[config.mk]
export PLATFORM = sky130hd
export DESIGN_NAME = cmd_issue_ctrl
export DESIGN_NICKNAME = d
export VERILOG_FILES = /design/src/rtl/cmd_issue_ctrl.sv
export SDC_FILE = /design/constraint.sdc
export NUM_CORES = 1
export LEC_CHECK = 0
export CORE_MARGIN = 5
export CORE_UTILIZATION = 43
export DETAILED_ROUTE_END_ITERATION = 6
export GPL_ROUTABILITY_DRIVEN = 0
export MAX_ROUTING_LAYER = met4
export PLACE_DENSITY = 0.89
export SYNTH_ARGS = -nofsm -noshare
export SYNTH_HDL_FRONTEND = slang
export SYNTH_SLANG_ARGS = --single-unit
[constraint.sdc]
create_clock -name clk_i -period 2.5 [get_ports clk_i]
set_input_delay 0.375 -clock clk_i [delete_from_list [all_inputs] [get_ports clk_i]]
set_output_delay 0.375 -clock clk_i [all_outputs]
set_load 0.005 [all_outputs]
[src/rtl/cmd_issue_ctrl.sv]
// SD CMD-line issue sequencer: grants software/Auto CMD12 requests, drives the serialiser,
// supervises the response window with a timeout and enforces the Ncc idle gap afterwards.
module cmd_issue_ctrl #(
   parameter int unsigned RspTimeout = 64,
   parameter int unsigned NccCycles  = 8
) (
   input  logic        clk_i,
   input  logic        rst_ni,
   input  logic        clk_en_p_i,
   input  logic        cmd_reset_i,
   input  logic        sw_req_i,
   input  logic [5:0]  sw_cmd_nr_i,
   input  logic [31:0] sw_arg_i,
   input  logic [1:0]  sw_rsp_type_i,
   output logic        sw_gnt_o,
   input  logic        auto_req_i,
   output logic        auto_gnt_o,
   output logic        start_tx_o,
   output logic [5:0]  cmd_nr_o,
   output logic [31:0] cmd_arg_o,
   input  logic        tx_done_i,
   output logic        rsp_en_o,
   output logic        rsp_long_o,
   input  logic        rsp_start_i,
   input  logic        rsp_done_i,
   input  logic        rsp_err_i,
   output logic        cmd_inhibit_o,
   output logic        cmd_cplt_o,
   output logic        auto_cplt_o,
   output logic        timeout_err_o,
   output logic        rsp_err_o
);

   localparam int unsigned CntMax = (RspTimeout > NccCycles) ? RspTimeout : NccCycles;
   localparam int unsigned CntW   = $clog2(CntMax + 1);
   localparam logic [CntW-1:0] RspTerm = CntW'(RspTimeout);
   localparam logic [CntW-1:0] NccTerm = CntW'(NccCycles);

   typedef enum logic [2:0] {IDLE, START, TX, RSP, GAP} state_e;

   state_e            state_q, state_d;
   logic [CntW-1:0]   cnt_q, cnt_d, cnt_inc;
   logic              started_q, started_d;
   logic              auto_q, auto_d;
   logic [1:0]        type_q, type_d;
   logic [5:0]        nr_q, nr_d;
   logic [31:0]       arg_q, arg_d;

   assign cnt_inc = cnt_q + CntW'(1);

   always_comb begin
      state_d       = state_q;
      cnt_d         = cnt_q;
      started_d     = started_q;
      auto_d        = auto_q;
      type_d        = type_q;
      nr_d          = nr_q;
      arg_d         = arg_q;
      sw_gnt_o      = 1'b0;
      auto_gnt_o    = 1'b0;
      cmd_cplt_o    = 1'b0;
      timeout_err_o = 1'b0;
      rsp_err_o     = 1'b0;

      unique case (state_q)
         IDLE: begin
            if (clk_en_p_i && auto_req_i) begin
               auto_gnt_o = 1'b1;
               nr_d       = 6'd12;
               arg_d      = 32'd0;
               type_d     = 2'b10;
               auto_d     = 1'b1;
               state_d    = START;
            end else if (clk_en_p_i && sw_req_i) begin
               sw_gnt_o = 1'b1;
               nr_d     = sw_cmd_nr_i;
               arg_d    = sw_arg_i;
               type_d   = sw_rsp_type_i;
               auto_d   = 1'b0;
               state_d  = START;
            end
         end
         START: begin
            // serialiser has accepted the command once its idle flag drops
            if (!tx_done_i) state_d = TX;
         end
         TX: begin
            if (tx_done_i) begin
               cnt_d     = '0;
               started_d = 1'b0;
               if (type_q != 2'b00) begin
                  state_d = RSP;
               end else begin
                  cmd_cplt_o = 1'b1;
                  state_d    = GAP;
               end
            end
         end
         RSP: begin
            if (rsp_done_i) begin
               rsp_err_o  = rsp_err_i;
               cmd_cplt_o = !rsp_err_i;
               cnt_d      = '0;
               state_d    = GAP;
            end else if (started_q || rsp_start_i) begin
               // a start bit on the terminal tick still counts as in time
               started_d = 1'b1;
            end else if (clk_en_p_i) begin
               if (cnt_inc == RspTerm) begin
                  timeout_err_o = 1'b1;
                  cnt_d         = '0;
                  state_d       = GAP;
               end else begin
                  cnt_d = cnt_inc;
               end
            end
         end
         GAP: begin
            if (clk_en_p_i) begin
               if (cnt_inc == NccTerm) begin
                  cnt_d   = '0;
                  state_d = IDLE;
               end else begin
                  cnt_d = cnt_inc;
               end
            end
         end
         default: state_d = IDLE;
      endcase

      auto_cplt_o = cmd_cplt_o & auto_q;

      if (cmd_reset_i) begin
         state_d       = IDLE;
         cnt_d         = '0;
         started_d     = 1'b0;
         auto_d        = 1'b0;
         type_d        = 2'b00;
         nr_d          = 6'd0;
         arg_d         = 32'd0;
         sw_gnt_o      = 1'b0;
         auto_gnt_o    = 1'b0;
         cmd_cplt_o    = 1'b0;
         auto_cplt_o   = 1'b0;
         timeout_err_o = 1'b0;
         rsp_err_o     = 1'b0;
      end
   end

   always_ff @(posedge clk_i or negedge rst_ni) begin
      if (!rst_ni) begin
         state_q   <= IDLE;
         cnt_q     <= '0;
         started_q <= 1'b0;
         auto_q    <= 1'b0;
         type_q    <= 2'b00;
         nr_q      <= 6'd0;
         arg_q     <= 32'd0;
      end else begin
         state_q   <= state_d;
         cnt_q     <= cnt_d;
         started_q <= started_d;
         auto_q    <= auto_d;
         type_q    <= type_d;
         nr_q      <= nr_d;
         arg_q     <= arg_d;
      end
   end

   assign start_tx_o    = (state_q == START);
   assign rsp_en_o      = (state_q == RSP);
   assign rsp_long_o    = (state_q == RSP) && (type_q == 2'b01);
   assign cmd_inhibit_o = (state_q != IDLE);
   assign cmd_nr_o      = nr_q;
   assign cmd_arg_o     = arg_q;

endmodule

==> results.json <==
{
  "drtIter0Drc": 159,
  "synth_edf_count": 0,
  "synthArstFlopShare_pct": 100,
  "insertion_delay_ns": 0.31,
  "fin_area_um2": 3680,
  "hold_viol": 0,
  "leakage_nw": 1.53,
  "syn_inst": 219,
  "cp.required_ns": 2.12,
  "portBuffers": 97,
  "ant_nets": 0,
  "synth.yosys.seq_area_share_pct": 53.5,
  "wl_mm": 7.03,
  "synth_top_area_share_pct": 53.5,
  "dieArea_um2": 7260,
  "final_common_cell": "clkdlybuf4s50_1",
  "slew_headroom_pct": 56.6,
  "root_buffer": "clkbuf_8",
  "synth_cell_type_count": 52,
  "drive_above_1_share_pct": 14.0,
  "drv_slew": 0,
  "syn_nets": 270,
  "fmax_mhz": 405,
  "clock_path_buffers": 2,
  "cpLargestDelayFamily": "simple AND/OR/NAND/NOR gates",
  "cts_tree": "done",
  "ir_worst_vdd_v": 0.000385,
  "power.density_nw_per_um2": 452,
  "path_cells": "or2_2, a21oi_1, nand3_1, nor3_2, clkdlybuf4s50_1",
  "crit_type": "reg -> out",
  "post-route-drc-count": 0,
  "ys_ff_latch": 52,
  "drv_cap": 0,
  "synth_area_leaders": "dfrtp_1 53%, a22o_1 13%, nor2_1 2.6%",
  "rows": 27,
  "cpPeakStageDelay_ns": 0.53,
  "path_clk_slew_ns": 0.10,
  "cp_slowest_cell": "clkdlybuf4s50_1",
  "cts_max_level": 2,
  "yosysTopAreaCell": "dfrtp_1",
  "dr.pass1.iters": 4,
  "start_util_pct": 44.2,
  "final.min_clock_period_ns": 2.47,
  "dp.cells": 384,
  "first_global_vias": 2452,
  "viasPerCell": 5.64,
  "dr_total_vias": 2222,
  "overflow": 0,
  "critPathCaptureType": "output pin",
  "finalSetupViolations": 0,
  "antenna_found_initial": 0,
  "grt_start_max_net_pins": 53,
  "finalCritPeriodShare_pct": 98.7,
  "setup_tns_ns": 0,
  "hold_class": "in -> async",
  "antenna_cells": 0,
  "nets": 372,
  "outcome": "completed",
  "area_delta_synth_final_pct": 51.5,
  "die_x_um": 85.2,
  "rsz0062_at_grt": "true",
  "reg2reg_setup_slack_ns": 0.37,
  "start_kind": "flip-flop",
  "die_y_um": 85.2,
  "ys_warn_count": 0,
  "crit_buf_inv": 1,
  "fin_cells": 394,
  "synthFlopType": "dfrtp_1",
  "clkSinkCount": 52,
  "grt_usage_pct": 20.3,
  "worstMarginPinSlew_ns": 0.651,
  "numCtsBuffers": 5,
  "drt-wirelength-per-cell_um": 17.8,
  "skew_ns": 0.00923,
  "core_area_um2": 5510,
  "worst_ep_arrival_time_ns": 2.09,
  "dpl_cell_area_um2": 3520,
  "io_pins": 98,
  "syn_area_um2": 2430,
  "worstPathMaxFanout": 5,
  "hold_ws_ns": 0.186,
  "mostFrequentLayoutCells": "96 x clkdlybuf4s50_1, 48 x dfrtp_1, 37 x a22o_1",
  "grt_pass1_wl_mm": 11.6,
  "dp_hpwl_mm": 5.14,
  "syn_avg_cell_area_um2": 11.1
}
-- power breakdown --
group | leakage, nW | switching (W) | internal (W) | total (W)
Combinational | 0.772 | 0.000111 | 0.000159 | 0.000270
Clock | 0.0463 | 0.000298 | 0.000206 | 0.000504
Sequential | 0.711 | 0.0000258 | 0.000866 | 0.000892
-- cells in the mapped netlist (all sizes together), types with 2 or more instances --
| cell | instances |
|---|---|
| dfrtp | 52 |
| a22o | 37 |
| nor2 | 17 |
| nand2 | 15 |
| o21ai | 10 |
| a21oi | 8 |
| buf | 7 |
| clkbuf | 7 |
| inv | 5 |
| nand3 | 5 |
| nor2b | 4 |
| nor3 | 4 |
| nor3b | 4 |
| o31ai | 4 |
| nand2b | 3 |
| a2111oi | 2 |
| a311oi | 2 |
| mux2i | 2 |
| o22ai | 2 |
| o2bb2ai | 2 |
| o32ai | 2 |
| or2 | 2 |
| or3 | 2 |
-- cell type report --
type / instances / area [um^2]
sequential: 52 / 1310
timing repair buffer: 109 / 1070
inverter: 5 / 18.8
clock inverter: 3 / 27.5
clock buffer: 5 / 68.8
fill: 406 / 1820
tap: 72 / 90.1
multi-input combinational: 148 / 1100
-- registers in the layout (all words and copies together) (netlist names) --
name / count
cnt_q: 7
started_q: 1
state_q: 3
cmd_nr_o: 6
auto_q: 1
type_q: 2
cmd_arg_o: 32
-- routing by layer --
metal / global-route usage, % / up-vias / wire length (um)
li1: - / 1029 / -
met1: 24.6 / 1092 / 2950
met2: 33.9 / 88 / 3500
met3: 4.47 / 13 / 454
met4: 6.04 / 0 / 129
met5: - / - / 0
-- worst paths after layout --
path                                         start                   endpoint  depth (start not counted)
min in group clk_i         cmd_nr_o[2]$_DFFE_PN0P_    cmd_nr_o[2]$_DFFE_PN0P_                          1
max in group asynchronous                   rst_ni     state_q[0]$_DFFE_PN0P_                          2
setup / recovery              cnt_q[4]$_DFFE_PN0P_              timeout_err_o                          5
hold reg to reg            cmd_nr_o[2]$_DFFE_PN0P_    cmd_nr_o[2]$_DFFE_PN0P_                          1
setup reg to reg              cnt_q[1]$_DFFE_PN0P_     state_q[0]$_DFFE_PN0P_                          6
hold / removal                              rst_ni  cmd_arg_o[15]$_DFFE_PN0P_                          2
-- cell families after synthesis --
family / synth area share [%]
compound gates: 27.5
xor+xnor: 0.360
fa+ha+maj: 0.514
buf+inv: 3.34
flops: 53.5
mux: 1.29
simple gates: 13.5
-- metrics by stage --
step           worst slack [ns]  utilization [%]  power, W
3_3_place_gp              0.135             63.9   0.00117
5_1_grt                 -0.0473             66.9   0.00173
4_1_cts                  0.0131             66.3   0.00168
3_5_place_dp             0.0156             63.9   0.00118
2_1_floorplan             0.488                -  0.000993
6_report                 0.0314             66.9   0.00167
-- repair_timing --
action	CTS	global route
gates resized for setup	9	7
hold buffers	0	0
buffers inserted	1	1
endpoints found under the setup margin	3	7
pin swaps	2	2
Note: power is estimated with default switching activity, not from simulation.
